`src/rtl/hdlc_pkg.sv`:
```
// hdlc_pkg: constants, error codes and state encoding shared by the HDLC
// receive deframer and the FCS-16 byte update. The transmit framer will
// reuse it as well.
package hdlc_pkg;

  // Framing bytes
  localparam logic [7:0] HDLC_FLAG = 8'h7E;
  localparam logic [7:0] HDLC_ESC  = 8'h7D;
  localparam logic [7:0] HDLC_XOR  = 8'h20;

  // CRC-16/X.25: reflected polynomial, all-ones preset. A frame whose
  // received FCS is correct leaves this fixed residual in the register.
  localparam logic [15:0] FCS16_INIT = 16'hFFFF;
  localparam logic [15:0] FCS16_GOOD = 16'hF0B8;
  localparam logic [15:0] FCS16_POLY = 16'h8408;

  // Frame termination codes reported with frame_done
  localparam logic [2:0] ERR_OK       = 3'd0;
  localparam logic [2:0] ERR_FCS      = 3'd1;
  localparam logic [2:0] ERR_ABORT    = 3'd2;
  localparam logic [2:0] ERR_OVERFLOW = 3'd3;
  localparam logic [2:0] ERR_RUNT     = 3'd4;

  // Deframer states
  typedef enum logic [1:0] {
    ST_HUNT = 2'd0,
    ST_IDLE = 2'd1,
    ST_DATA = 2'd2,
    ST_ESC  = 2'd3
  } state_t;

endpackage

```
`src/rtl/fcs16_update.sv`:
```
// fcs16_update: combinational CRC-16/X.25 update for one byte.
// The byte is shifted in LSB first against the reflected polynomial.
// Ports:
//   crc_in   [15:0] current CRC register
//   data_in  [7:0]  byte to absorb
//   crc_out  [15:0] CRC register after absorbing data_in
module fcs16_update
  import hdlc_pkg::*;
(
  input  logic [15:0] crc_in,
  input  logic [7:0]  data_in,
  output logic [15:0] crc_out
);

  always_comb begin
    crc_out = crc_in;
    for (int i = 0; i < 8; i++) begin
      if (crc_out[0] ^ data_in[i]) begin
        crc_out = (crc_out >> 1) ^ FCS16_POLY;
      end else begin
        crc_out = crc_out >> 1;
      end
    end
  end

endmodule

```
`src/rtl/hdlc_rx_deframer.sv`:
```
// hdlc_rx_deframer: byte-stream HDLC-like deframer. Finds 0x7E flags,
// removes 0x7D escapes, checks FCS-16 and delivers payload bytes with the
// two trailing FCS bytes stripped. The input cannot be stalled.
// Ports:
//   mclk, reset          clock, asynchronous active-high reset
//   in_data, in_strobe   received byte and its one-cycle strobe
//   out_data, out_valid  unescaped payload byte and its pulse
//   out_first            marks the first payload byte of a frame
//   frame_done           one-cycle pulse at frame termination
//   err_code, frame_len  termination code and delivered byte count
module hdlc_rx_deframer
  import hdlc_pkg::*;
#(
  parameter int MAX_LEN = 256,
  parameter int LEN_W   = 9
) (
  input  logic             mclk,
  input  logic             reset,
  input  logic [7:0]       in_data,
  input  logic             in_strobe,
  output logic [7:0]       out_data,
  output logic             out_valid,
  output logic             out_first,
  output logic             frame_done,
  output logic [2:0]       err_code,
  output logic [LEN_W-1:0] frame_len
);

  localparam logic [LEN_W-1:0] LEN_TWO   = LEN_W'(2);
  localparam logic [LEN_W-1:0] LEN_THREE = LEN_W'(3);
  localparam logic [LEN_W-1:0] LEN_LIMIT = LEN_W'(MAX_LEN + 2);

  state_t           state_q, state_d;
  logic [7:0]       hold0_q, hold0_d;
  logic [7:0]       hold1_q, hold1_d;
  logic [LEN_W-1:0] count_q, count_d;
  logic [15:0]      fcs_q, fcs_d;
  logic [7:0]       out_data_q, out_data_d;
  logic             out_valid_q, out_valid_d;
  logic             out_first_q, out_first_d;
  logic             frame_done_q, frame_done_d;
  logic [2:0]       err_code_q, err_code_d;
  logic [LEN_W-1:0] frame_len_q, frame_len_d;

  logic             do_push;
  logic             clear_frame;
  logic [7:0]       push_byte;
  logic [15:0]      fcs_upd;
  logic [LEN_W-1:0] delivered;

  fcs16_update u_fcs16 (
    .crc_in  (fcs_q),
    .data_in (push_byte),
    .crc_out (fcs_upd)
  );

  // Bytes already handed out: everything except the two still in the lag line
  assign delivered = (count_q >= LEN_TWO) ? (count_q - LEN_TWO) : '0;

  always_comb begin
    state_d      = state_q;
    hold0_d      = hold0_q;
    hold1_d      = hold1_q;
    count_d      = count_q;
    fcs_d        = fcs_q;
    out_data_d   = out_data_q;
    out_valid_d  = 1'b0;
    out_first_d  = 1'b0;
    frame_done_d = 1'b0;
    err_code_d   = err_code_q;
    frame_len_d  = frame_len_q;
    do_push      = 1'b0;
    clear_frame  = 1'b0;
    push_byte    = in_data;

    if (in_strobe) begin
      case (state_q)
        ST_HUNT: begin
          if (in_data == HDLC_FLAG) state_d = ST_IDLE;
        end
        ST_IDLE: begin
          if (in_data == HDLC_ESC) begin
            state_d = ST_ESC;
          end else if (in_data != HDLC_FLAG) begin
            do_push = 1'b1;
            state_d = ST_DATA;
          end
        end
        ST_DATA: begin
          if (in_data == HDLC_FLAG) begin
            frame_done_d = 1'b1;
            frame_len_d  = delivered;
            if (count_q < LEN_THREE)        err_code_d = ERR_RUNT;
            else if (fcs_q == FCS16_GOOD)   err_code_d = ERR_OK;
            else                            err_code_d = ERR_FCS;
            clear_frame  = 1'b1;
            state_d      = ST_IDLE;
          end else if (in_data == HDLC_ESC) begin
            state_d = ST_ESC;
          end else begin
            do_push = 1'b1;
          end
        end
        ST_ESC: begin
          // The aborting flag also opens the next frame
          if (in_data == HDLC_FLAG) begin
            frame_done_d = 1'b1;
            frame_len_d  = delivered;
            err_code_d   = ERR_ABORT;
            clear_frame  = 1'b1;
            state_d      = ST_IDLE;
          end else begin
            push_byte = in_data ^ HDLC_XOR;
            do_push   = 1'b1;
            state_d   = ST_DATA;
          end
        end
        default: state_d = ST_HUNT;
      endcase
    end

    if (do_push) begin
      if (count_q == LEN_LIMIT) begin
        // This push would exceed payload plus FCS: give up and resync
        frame_done_d = 1'b1;
        frame_len_d  = delivered;
        err_code_d   = ERR_OVERFLOW;
        clear_frame  = 1'b1;
        state_d      = ST_HUNT;
      end else begin
        count_d = count_q + 1'b1;
        fcs_d   = fcs_upd;
        hold1_d = hold0_q;
        hold0_d = push_byte;
        // Only bytes two behind the newest can be payload, never FCS
        if (count_q >= LEN_TWO) begin
          out_valid_d = 1'b1;
          out_data_d  = hold1_q;
          out_first_d = (count_q == LEN_TWO);
        end
      end
    end

    if (clear_frame) begin
      count_d = '0;
      fcs_d   = FCS16_INIT;
      hold0_d = '0;
      hold1_d = '0;
    end
  end

  always_ff @(posedge mclk or posedge reset) begin
    if (reset) begin
      state_q      <= ST_HUNT;
      hold0_q      <= '0;
      hold1_q      <= '0;
      count_q      <= '0;
      fcs_q        <= FCS16_INIT;
      out_data_q   <= '0;
      out_valid_q  <= 1'b0;
      out_first_q  <= 1'b0;
      frame_done_q <= 1'b0;
      err_code_q   <= '0;
      frame_len_q  <= '0;
    end else begin
      state_q      <= state_d;
      hold0_q      <= hold0_d;
      hold1_q      <= hold1_d;
      count_q      <= count_d;
      fcs_q        <= fcs_d;
      out_data_q   <= out_data_d;
      out_valid_q  <= out_valid_d;
      out_first_q  <= out_first_d;
      frame_done_q <= frame_done_d;
      err_code_q   <= err_code_d;
      frame_len_q  <= frame_len_d;
    end
  end

  assign out_data   = out_data_q;
  assign out_valid  = out_valid_q;
  assign out_first  = out_first_q;
  assign frame_done = frame_done_q;
  assign err_code   = err_code_q;
  assign frame_len  = frame_len_q;

endmodule

```
`config.mk`:
```
export PLATFORM = sky130hd
export DESIGN_NAME = hdlc_rx_deframer
export DESIGN_NICKNAME = d
export VERILOG_FILES = /design/src/rtl/hdlc_pkg.sv /design/src/rtl/fcs16_update.sv /design/src/rtl/hdlc_rx_deframer.sv
export SDC_FILE = /design/constraint.sdc
export NUM_CORES = 1
export LEC_CHECK = 0
export BUFFER_PORTS_ARGS = -buffer_cell sky130_fd_sc_hd__clkbuf_2
export CAP_MARGIN = 30
export CORE_ASPECT_RATIO = 0.6
export CORE_UTILIZATION = 55
export CTS_CLUSTER_DIAMETER = 150
export DETAILED_ROUTE_END_ITERATION = 7
export GPL_ROUTABILITY_DRIVEN = 0
export MAX_ROUTING_LAYER = met4
export PLACE_DENSITY = 0.75
export SYNTH_ARGS = -nofsm -noshare
export SYNTH_HDL_FRONTEND = slang
export SYNTH_SLANG_ARGS = --single-unit
```
`constraint.sdc`:
```
create_clock -name mclk -period 2.6 [get_ports mclk]
set_clock_uncertainty 0.05 [all_clocks]
set_input_delay 0.39 -clock mclk [delete_from_list [all_inputs] [get_ports mclk]]
set_output_delay 0.39 -clock mclk [all_outputs]
set_load 0.1 [all_outputs]
```
==> flow_summary_export.csv, run 1 <==
group,metric,value,unit
final_layout,final_common_cell,"dfrtp_1",
cts,cts_tree,"built",
sta,hold_violations,0,
die,die_w,103,um
global_routing,globalRouteTotalUtil,26.7,%
cts,post_cts_buffers,0,
die,ios,34,
placement,portBuffers,33,
cts,clk_latency,350,ps
logic_synthesis,synth_area,3380,um2
flow_run,maxCapViolations,0,
setup_path,worst_setup_path_end_kind,"flop",
detailed_routing,wirelength,7500,um
sta,fin_crit,2300,ps
detailed_routing,wl_per_cell,17.9,um
final_layout,fin_util,67.9,%
detailed_routing,route.detailed.drc,0,
logic_synthesis,netlist.area_leader.share,37.0,%
sta,min_period_over_period,88.3,%
sta,fmax,0.435,GHz
die,die_h,62.7,um
logic_synthesis,synth_area_leaders,"dfrtp_1 (37%), dfstp_2 (12%), xnor2_1 (6.5%)",
logic_synthesis,ys_async_sr_fraction,100,%
setup_path,reg2reg_setup_slack,300,ps
placement,dp.cells,403,
global_routing,grt_pass1_vias,2268,
setup_path,crit_slowest_cell,"nor4_4",
logic_synthesis,synth.distinct_cells,53,
setup_path,path_depth,6,
setup_path,crit_path_max_fanout,9,
logic_synthesis,postSynthAreaPerCell,11.4,um2
cts,h-tree-depth,3,
cts,numClockSinks,66,
power,leakage,0.00180,uW
setup_path,cp_top_family,"simple AND/OR/NAND/NOR gates",
detailed_routing,via_per_inst,5.93,
global_routing,grt_max_degree,38,
cts,clockBufferDepth,2,
final_layout,fin_cells,419,
placement,place_worst_setup_slack,279,ps
logic_synthesis,synth_edf_count,0,
detailed_routing,drtIter0Drc,224,
die,num_rows,21,
final_layout,layout_common_cells,"dfrtp_1 (50), nor2_1 (35), clkbuf_2 (33)",
die,coreArea,5750,um2
logic_synthesis,synth_ff_type,"dfrtp_1",
final_layout,final_nets,350,
setup_path,startpoint_type,"flop",
sta,worstMarginPinSlew,1060,ps
sta,max_slew_margin,28.9,%
cts,cts-buffers-inserted,9,
final_layout,seqCellArea,1670,um2
cts,cts_resized,0,
sta,grt_setup_unrepaired,"no",
setup_path,cp.arrival,2480,ps
sta,hold_slack,56.4,ps
power,pwr_density_cell,1090,nW/um2
setup_path,ff2ff_path_depth,6,
logic_synthesis,synth_top_cell_by_area,"dfrtp_1",
logic_synthesis,yosysWarningCount,0,
final_layout,areaGrowthSynthToFinish,15.5,%
power,peakVddDrop,0.677,mV
global_routing,antenna_found_initial,0,
sta,tns,0,ps
final_layout,fill_cells,426,
sta,layout_setup_ws,303,ps
logic_synthesis,syn_nets,312,
global_routing,grt_pass1_wl,12200,um
sta,finalSetupViolCount,0,
cts,path_clk_slew,80,ps
die,start_util,58.8,%
cts,cts_root_buffer,"clkbuf_8",
detailed_routing,detail_route.first_pass.iterations,5,
sta,slew_violations,0,
setup_path,crit_type,"flop to flop",
detailed_routing,dr_total_vias,2485,
placement,hpwl,5310,um
logic_synthesis,yosysSeqAreaShare,49.4,%
detailed_routing,ant_nets,0,
run_status,status,"completed",
final_layout,drive_gt1_share,31.6,%
final_layout,multi_input_area,1610,um2
worst_hold_path,min_path_type,"primary input to async pin",
setup_path,path_cells,"inv_1 > ha_1 > nand3_1 > nor4_4 > nor2_4 > mux2_2",
global_routing,overflow,0,
logic_synthesis,ys_ff_latch,66,
setup_path,worst_path_largest_cell_delay,500,ps
cts,holdBufCountCts,0,
setup_path,crit_buf_inv,1,
final_layout,antenna_cells,0,
die,die_area,6480,um2
setup_path,cp_data_required_time,2790,ps
logic_synthesis,netlist_instances,296,
-- layer usage --
layer / up-vias / share of wire [%] / GRT usage (%)
li1: 1143 / - / -
met1: 1237 / 51 / 43.3
met2: 95 / 41 / 32.3
met3: 10 / 6.6 / 5.70
met4: 0 / 1.3 / 8.45
met5: - / 0 / -
-- worst register-to-register path, stage by stage (launching register included) --
cell and delay (ps):
dfrtp_1 490, inv_1 190, ha_1 270, nand3_1 180, nor4_4 500, nor2_4 170, mux2_2 330
-- path summary, 6_finish.rpt --
path	start	to
worst max-delay path	count_q[2]$_DFFE_PP0P_	out_data[3]$_DFFE_PP0P_
worst min-delay path	reset	count_q[4]$_DFFE_PP0P_
worst max register to register	count_q[2]$_DFFE_PP0P_	out_data[3]$_DFFE_PP0P_
worst min register to register	hold1_q[6]$_DFFE_PP0P_	hold1_q[6]$_DFFE_PP0P_
max in group asynchronous	reset	fcs_q[13]$_DFFE_PP1P_
min in group mclk	in_data[6]	hold0_q[6]$_DFFE_PP0P_
-- power breakdown --
group          total [uW]  switching (uW)  internal (uW)  leakage [uW]
clock network        1080             431            645      0.000124
registers            1660             262           1400      0.000847
logic                1530             863            664      0.000833
total                4260            1560           2710       0.00180
-- sequential cells by signal (all words and copies together), names as in the netlist, 2 cells and up --
name / cells
hold1_q: 8
err_code: 3
out_data: 8
frame_len: 9
fcs_q: 16
hold0_q: 8
state_q: 2
count_q: 9
-- cells in the mapped netlist (6+ instances only) --
cell type  count
nor2_1        35
mux2_2        15
xor2_1         8
buf_2          8
a21oi_1       14
nand2_1       15
dfstp_2       16
xnor2_1       25
a22o_1        17
dfrtp_1       50
nand3_1        6
nor3_1         9
inv_1          6
-- final cells by class --
cell class	instances	area share [%]
Multi-Input combinational cell	209	41.1
Clock buffer	9	3.17
Clock inverter	7	3.20
Tap cell	80	2.56
Timing Repair Buffer	42	6.60
Sequential cell	66	42.8
Inverter	6	0.576
-- through the flow --
stage	area, um2	total power [uW]
after global routing	3910	4500
after CTS	3910	4260
after floorplan	3380	2840
final	3910	4260
after detailed placement	3660	3160
after global placement	3660	3130
-- cell families (layout without fill, tap and decap cells) --
group	count (synthesis)	after routing	share of synthesized area, %
AND/OR/NAND/NOR	98	98	16.3
XOR/XNOR	35	35	9.88
buffers and inverters	21	64	3.07
adder cells (fa/ha/maj)	5	5	1.85
multiplexers	19	19	6.62
AO/OA/AOI/OAI	52	52	12.9
flip-flops	66	66	49.4
(Power assumes the default switching activity.)
==> run 2: changes to the inputs <==
--- a/config.mk
+++ b/config.mk
@@ -7,13 +7,12 @@
 export LEC_CHECK = 0
 export BUFFER_PORTS_ARGS = -buffer_cell sky130_fd_sc_hd__clkbuf_2
 export CAP_MARGIN = 30
-export CORE_ASPECT_RATIO = 0.6
-export CORE_UTILIZATION = 55
+export CORE_ASPECT_RATIO = 1.5
+export CORE_UTILIZATION = 40
 export CTS_CLUSTER_DIAMETER = 150
 export DETAILED_ROUTE_END_ITERATION = 7
 export GPL_ROUTABILITY_DRIVEN = 0
 export MAX_ROUTING_LAYER = met4
-export PLACE_DENSITY = 0.75
 export SYNTH_ARGS = -nofsm -noshare
 export SYNTH_HDL_FRONTEND = slang
 export SYNTH_SLANG_ARGS = --single-unit
==> run 2 against run 1 <==
  * Clock power rose by 5%
  * Critical endpoint is now fcs_q[13]$_DFFE_PP1P_
  * Highest routed layer unchanged
  * Sequential power about the same
  * Global-route usage decreased by 6.5 points
==> flow_summary_export.csv, run 2 (synthesized netlist as in run 1, its figures left out) <==
group,metric,value,unit
placement,place_worst_setup_slack,226,ps
setup_path,startpoint_type,"flop",
sta,fmax,0.445,GHz
sta,hold_slack,283,ps
power,peakVddDrop,0.541,mV
global_routing,grt_pass1_wl,12700,um
setup_path,cp_data_required_time,2810,ps
setup_path,crit_type,"flop to flop",
power,leakage,0.00188,uW
final_layout,areaGrowthSynthToFinish,19.7,%
global_routing,grt_max_degree,32,
setup_path,ff2ff_path_depth,5,
cts,path_clk_slew,50,ps
sta,layout_setup_ws,355,ps
sta,worstMarginPinSlew,916,ps
final_layout,fin_util,49.9,%
cts,cts_tree,"built",
sta,min_period_over_period,86.4,%
detailed_routing,drtIter0Drc,96,
global_routing,grt_pass1_vias,2449,
cts,cts_root_buffer,"clkbuf_16",
detailed_routing,route.detailed.drc,0,
cts,cts-buffers-inserted,9,
final_layout,layout_common_cells,"dfrtp_1 (50), nor2_1 (35), clkbuf_2 (33)",
cts,h-tree-depth,3,
die,die_w,77.1,um
final_layout,fin_cells,456,
sta,max_slew_margin,39.0,%
sta,slew_violations,0,
worst_hold_path,min_path_type,"primary input to flop",
detailed_routing,detail_route.first_pass.iterations,4,
sta,fin_crit,2250,ps
final_layout,final_nets,362,
cts,clk_latency,340,ps
power,pwr_density_cell,1070,nW/um2
run_status,status,"completed",
die,start_util,41.7,%
placement,dp.cells,439,
final_layout,antenna_cells,0,
setup_path,reg2reg_setup_slack,350,ps
detailed_routing,via_per_inst,5.30,
final_layout,final_common_cell,"dfrtp_1",
sta,grt_setup_unrepaired,"no",
die,die_h,115,um
detailed_routing,ant_nets,0,
setup_path,crit_path_max_fanout,22,
cts,numClockSinks,66,
global_routing,antenna_found_initial,0,
placement,portBuffers,33,
setup_path,cp.arrival,2460,ps
setup_path,worst_setup_path_end_kind,"flop",
final_layout,drive_gt1_share,33.0,%
global_routing,globalRouteTotalUtil,20.2,%
detailed_routing,wl_per_cell,16.9,um
placement,hpwl,5560,um
setup_path,path_cells,"ha_1 > nand4_1 > and4_1 > buf_4 > a21oi_1",
final_layout,regMostFlops,"fcs_q",
detailed_routing,dr_total_vias,2418,
cts,cts_resized,0,
die,die_area,8830,um2
final_layout,fill_cells,749,
cts,clockBufferDepth,2,
final_layout,largest_reg_flops,16,
flow_run,maxCapViolations,0,
worst_hold_path,hold_depth,2,
setup_path,worst_path_largest_cell_delay,830,ps
global_routing,overflow,0,
sta,tns,0,ps
die,coreArea,8110,um2
die,num_rows,40,
detailed_routing,wirelength,7720,um
sta,hold_violations,0,
die,ios,34,
sta,finalSetupViolCount,0,
setup_path,crit_slowest_cell,"and4_1",
==> run 2: cell types whose count changed in the layout (fill, tap and decap cells not counted), sizes merged <==
cell,change
dlygate4sd3,+1
bufinv,-3
inv,-1
buf,+11
clkbuf,+4
==> run 2: report_power, final <==
part	internal, uW	switching [uW]	total (uW)
Clock	692	438	1130
Sequential	1400	252	1650
Combinational	696	864	1560
==> run 2: layout make-up <==
cell class / instances / area (um2) / area share, %
Sequential cell: 66 / 1670 / 41.3
Multi-Input combinational cell: 209 / 1610 / 39.7
Timing Repair Buffer: 54 / 342 / 8.44
Clock buffer: 13 / 260 / 6.43
Tap cell: 105 / 131 / 3.24
Inverter: 6 / 22.5 / 0.556
Clock inverter: 3 / 15.0 / 0.371
==> run 2: path summary, 6_finish.rpt <==
| path | from | to |
|---|---|---|
| setup / recovery | count_q[1]$_DFFE_PP0P_ | fcs_q[13]$_DFFE_PP1P_ |
| hold / removal | in_data[6] | hold0_q[6]$_DFFE_PP0P_ |
| setup reg to reg | count_q[1]$_DFFE_PP0P_ | fcs_q[13]$_DFFE_PP1P_ |
| hold reg to reg | hold1_q[7]$_DFFE_PP0P_ | hold1_q[7]$_DFFE_PP0P_ |
| max in group asynchronous | reset | fcs_q[7]$_DFFE_PP1P_ |
| min in group asynchronous | reset | out_data[4]$_DFFE_PP0P_ |
==> run 2: routing by layer <==
layer	GRT usage [%]	up-vias	share of wire, %
li1	-	1166	-
met1	21.9	1175	42
met2	32.7	56	50
met3	4.38	21	3.8
met4	14.7	0	4.0
met5	-	-	0
==> run 2: repair_timing <==
| action | CTS | global route |
|---|---|---|
| hold buffers | 1 | 0 |
| setup buffers | 0 | 0 |
| hold endpoints to repair | 11 | 0 |
==> run 2: metrics by stage <==
step                      area [um2]  power, uW
after floorplan                 3380       2840
after global placement          3750       3220
after detailed placement        3760       3230
after CTS                       4050       4390
after global routing            4050       4600
final                           4050       4340
==> run 2: worst max-delay path, delay by kind of cell, from the launching register on <==
family                     cells  cell delay (ps)
and+or+nand+nor                2              990
DFF                            1              490
adders and majority gates      1              290
buffers and inverters          1              270
AOI/OAI and AO/OA              1               70
==> run 3: changes to the inputs <==
--- a/config.mk
+++ b/config.mk
@@ -12,6 +12,7 @@
 export CTS_CLUSTER_DIAMETER = 150
 export DETAILED_ROUTE_END_ITERATION = 7
 export GPL_ROUTABILITY_DRIVEN = 0
+export GPL_TIMING_DRIVEN = 0
 export MAX_ROUTING_LAYER = met4
 export SYNTH_ARGS = -nofsm -noshare
 export SYNTH_HDL_FRONTEND = slang
==> run 3 against run 2 <==
  * Setup slack got worse by 120 ps
  * Clock power about the same
  * Power down 2.0%
  * Highest routed layer unchanged
  * Cell count fell by 1.3%
  * Maximum frequency decreased by 4.9%
==> flow_summary_export.csv, run 3 (synthesized netlist as in run 1, its figures left out) <==
group,metric,value,unit
cts,holdBufCountCts,0,
cts,clk_latency,340,ps
sta,hold_violations,0,
placement,portBuffers,33,
global_routing,grt_pass1_vias,2483,
sta,worstMarginPinSlew,813,ps
die,ios,34,
cts,clockBufferDepth,2,
setup_path,crit_buf_inv,2,
setup_path,crit_type,"flop to flop",
global_routing,antenna_found_initial,0,
power,peakVddDrop,0.440,mV
global_routing,grt_pass1_wl,12500,um
flow_run,maxCapViolations,0,
cts,cts-buffers-inserted,9,
die,start_util,41.7,%
sta,fin_crit,2360,ps
setup_path,crit_path_max_fanout,10,
detailed_routing,ant_nets,0,
detailed_routing,drtIter0Drc,98,
cts,cts_tree,"built",
final_layout,largest_reg_flops,16,
sta,grt_setup_unrepaired,"no",
run_status,status,"completed",
die,die_w,77.1,um
setup_path,crit_slowest_cell,"nor3_2",
setup_path,worst_setup_path_end_kind,"flop",
detailed_routing,wl_per_cell,16.2,um
die,num_rows,40,
power,finalPower,4250,uW
worst_hold_path,min_path_type,"primary input to async pin",
die,coreArea,8110,um2
sta,fmax,0.424,GHz
power,leakage,0.00182,uW
global_routing,globalRouteTotalUtil,19.4,%
power,pwr_density_cell,1070,nW/um2
detailed_routing,wirelength,7280,um
setup_path,cp_top_family,"buffers and inverters",
detailed_routing,detail_route.first_pass.iterations,4,
setup_path,path_cells,"clkbuf_1 > o32ai_2 > nor3_2 > clkbuf_1 > nor2_1 > a21oi_1",
sta,finalSetupViolCount,0,
cts,post_cts_buffers,0,
detailed_routing,route.detailed.drc,0,
die,die_h,115,um
cts,numClockSinks,66,
cts,path_clk_slew,60,ps
final_layout,regMostFlops,"fcs_q",
setup_path,worst_path_largest_cell_delay,550,ps
die,die_area,8830,um2
final_layout,antenna_cells,0,
global_routing,overflow,0,
global_routing,grt_max_degree,67,
detailed_routing,dr_total_vias,2362,
sta,slew_violations,0,
sta,min_period_over_period,90.8,%
final_layout,areaGrowthSynthToFinish,17.2,%
setup_path,cp_common_cell,"clkbuf_1",
detailed_routing,via_per_inst,5.25,
cts,h-tree-depth,3,
placement,hpwl,5230,um
final_layout,final_nets,356,
sta,max_slew_margin,45.8,%
setup_path,cp.arrival,2570,ps
setup_path,cp_data_required_time,2810,ps
setup_path,startpoint_type,"flop",
sta,tns,0,ps
cts,cts_resized,0,
final_layout,fin_util,48.9,%
final_layout,drive_gt1_share,30.7,%
final_layout,final_common_cell,"dfrtp_1",
final_layout,layout_common_cells,"dfrtp_1 (50), nor2_1 (35), clkbuf_2 (33)",
cts,cts_root_buffer,"clkbuf_16",
run 3: cell count changes in the layout (fill, tap and decap cells not counted), sizes merged:
cell | previous run | this run
clkinvlp | 0 | 2
clkinv | 3 | 1
buf | 20 | 11
dlygate4sd3 | 1 | 0
clkbuf | 46 | 50
run 3: metrics by stage:
step	area [um2]	hold slack (ps)	worst slack [ps]	instances
final	3970	137	239	450
after global routing	3970	243	72.4	450
after CTS	3970	197	241	450
after detailed placement	3680	432	43.8	434
after global placement	3680	427	-325	434
after floorplan	3380	410	495	296
run 3: report_power, final:
| group | switching, uW | total, uW | internal (uW) |
|---|---|---|---|
| Clock | 440 | 1140 | 699 |
| Combinational | 816 | 1470 | 657 |
| Sequential | 243 | 1640 | 1400 |
| Total | 1500 | 4250 | 2760 |
run 3: worst register-to-register path: stages, from the launching register on:
cell,delay (ps)
dfrtp_1,340
clkbuf_1,390
o32ai_2,240
nor3_2,550
clkbuf_1,480
nor2_1,80
a21oi_1,150
run 3: cell type report:
cell class              instances  area, um2
fillers                       778       4140
flip-flops and latches         66       1670
multi-input cells             209       1610
clock buffers                  13        260
repair buffers                 33        165
well taps                     105        131
plain buffers                  15       81.3
inverters                       6       25.0
clock inverters                 3       23.8
run 3: path summary, 6_finish.rpt:
path / slack, ps / endpoint / start / depth (start not counted)
max in group asynchronous: 1800 / err_code[2]$_DFF_PP0_ / reset / 2
worst min register to register: 440 / hold1_q[1]$_DFFE_PP0P_ / hold1_q[1]$_DFFE_PP0P_ / 1
min in group mclk: 310 / hold0_q[2]$_DFFE_PP0P_ / in_data[2] / 2
worst max register to register: 240 / fcs_q[3]$_DFFE_PP1P_ / state_q[0]$_DFF_PP0_ / 6
worst min-delay path: 140 / count_q[4]$_DFFE_PP0P_ / reset / 2
worst max-delay path: 240 / fcs_q[3]$_DFFE_PP1P_ / state_q[0]$_DFF_PP0_ / 6
run 3: layer usage:
| layer | up-vias | share of wire, % | GRT usage [%] |
|---|---|---|---|
| met2 | 45 | 50 | 31.5 |
| li1 | 1150 | - | - |
| met3 | 17 | 4.4 | 5.34 |
| met5 | - | 0 | - |
| met1 | 1150 | 42 | 21.7 |
| met4 | 0 | 3.2 | 10.1 |
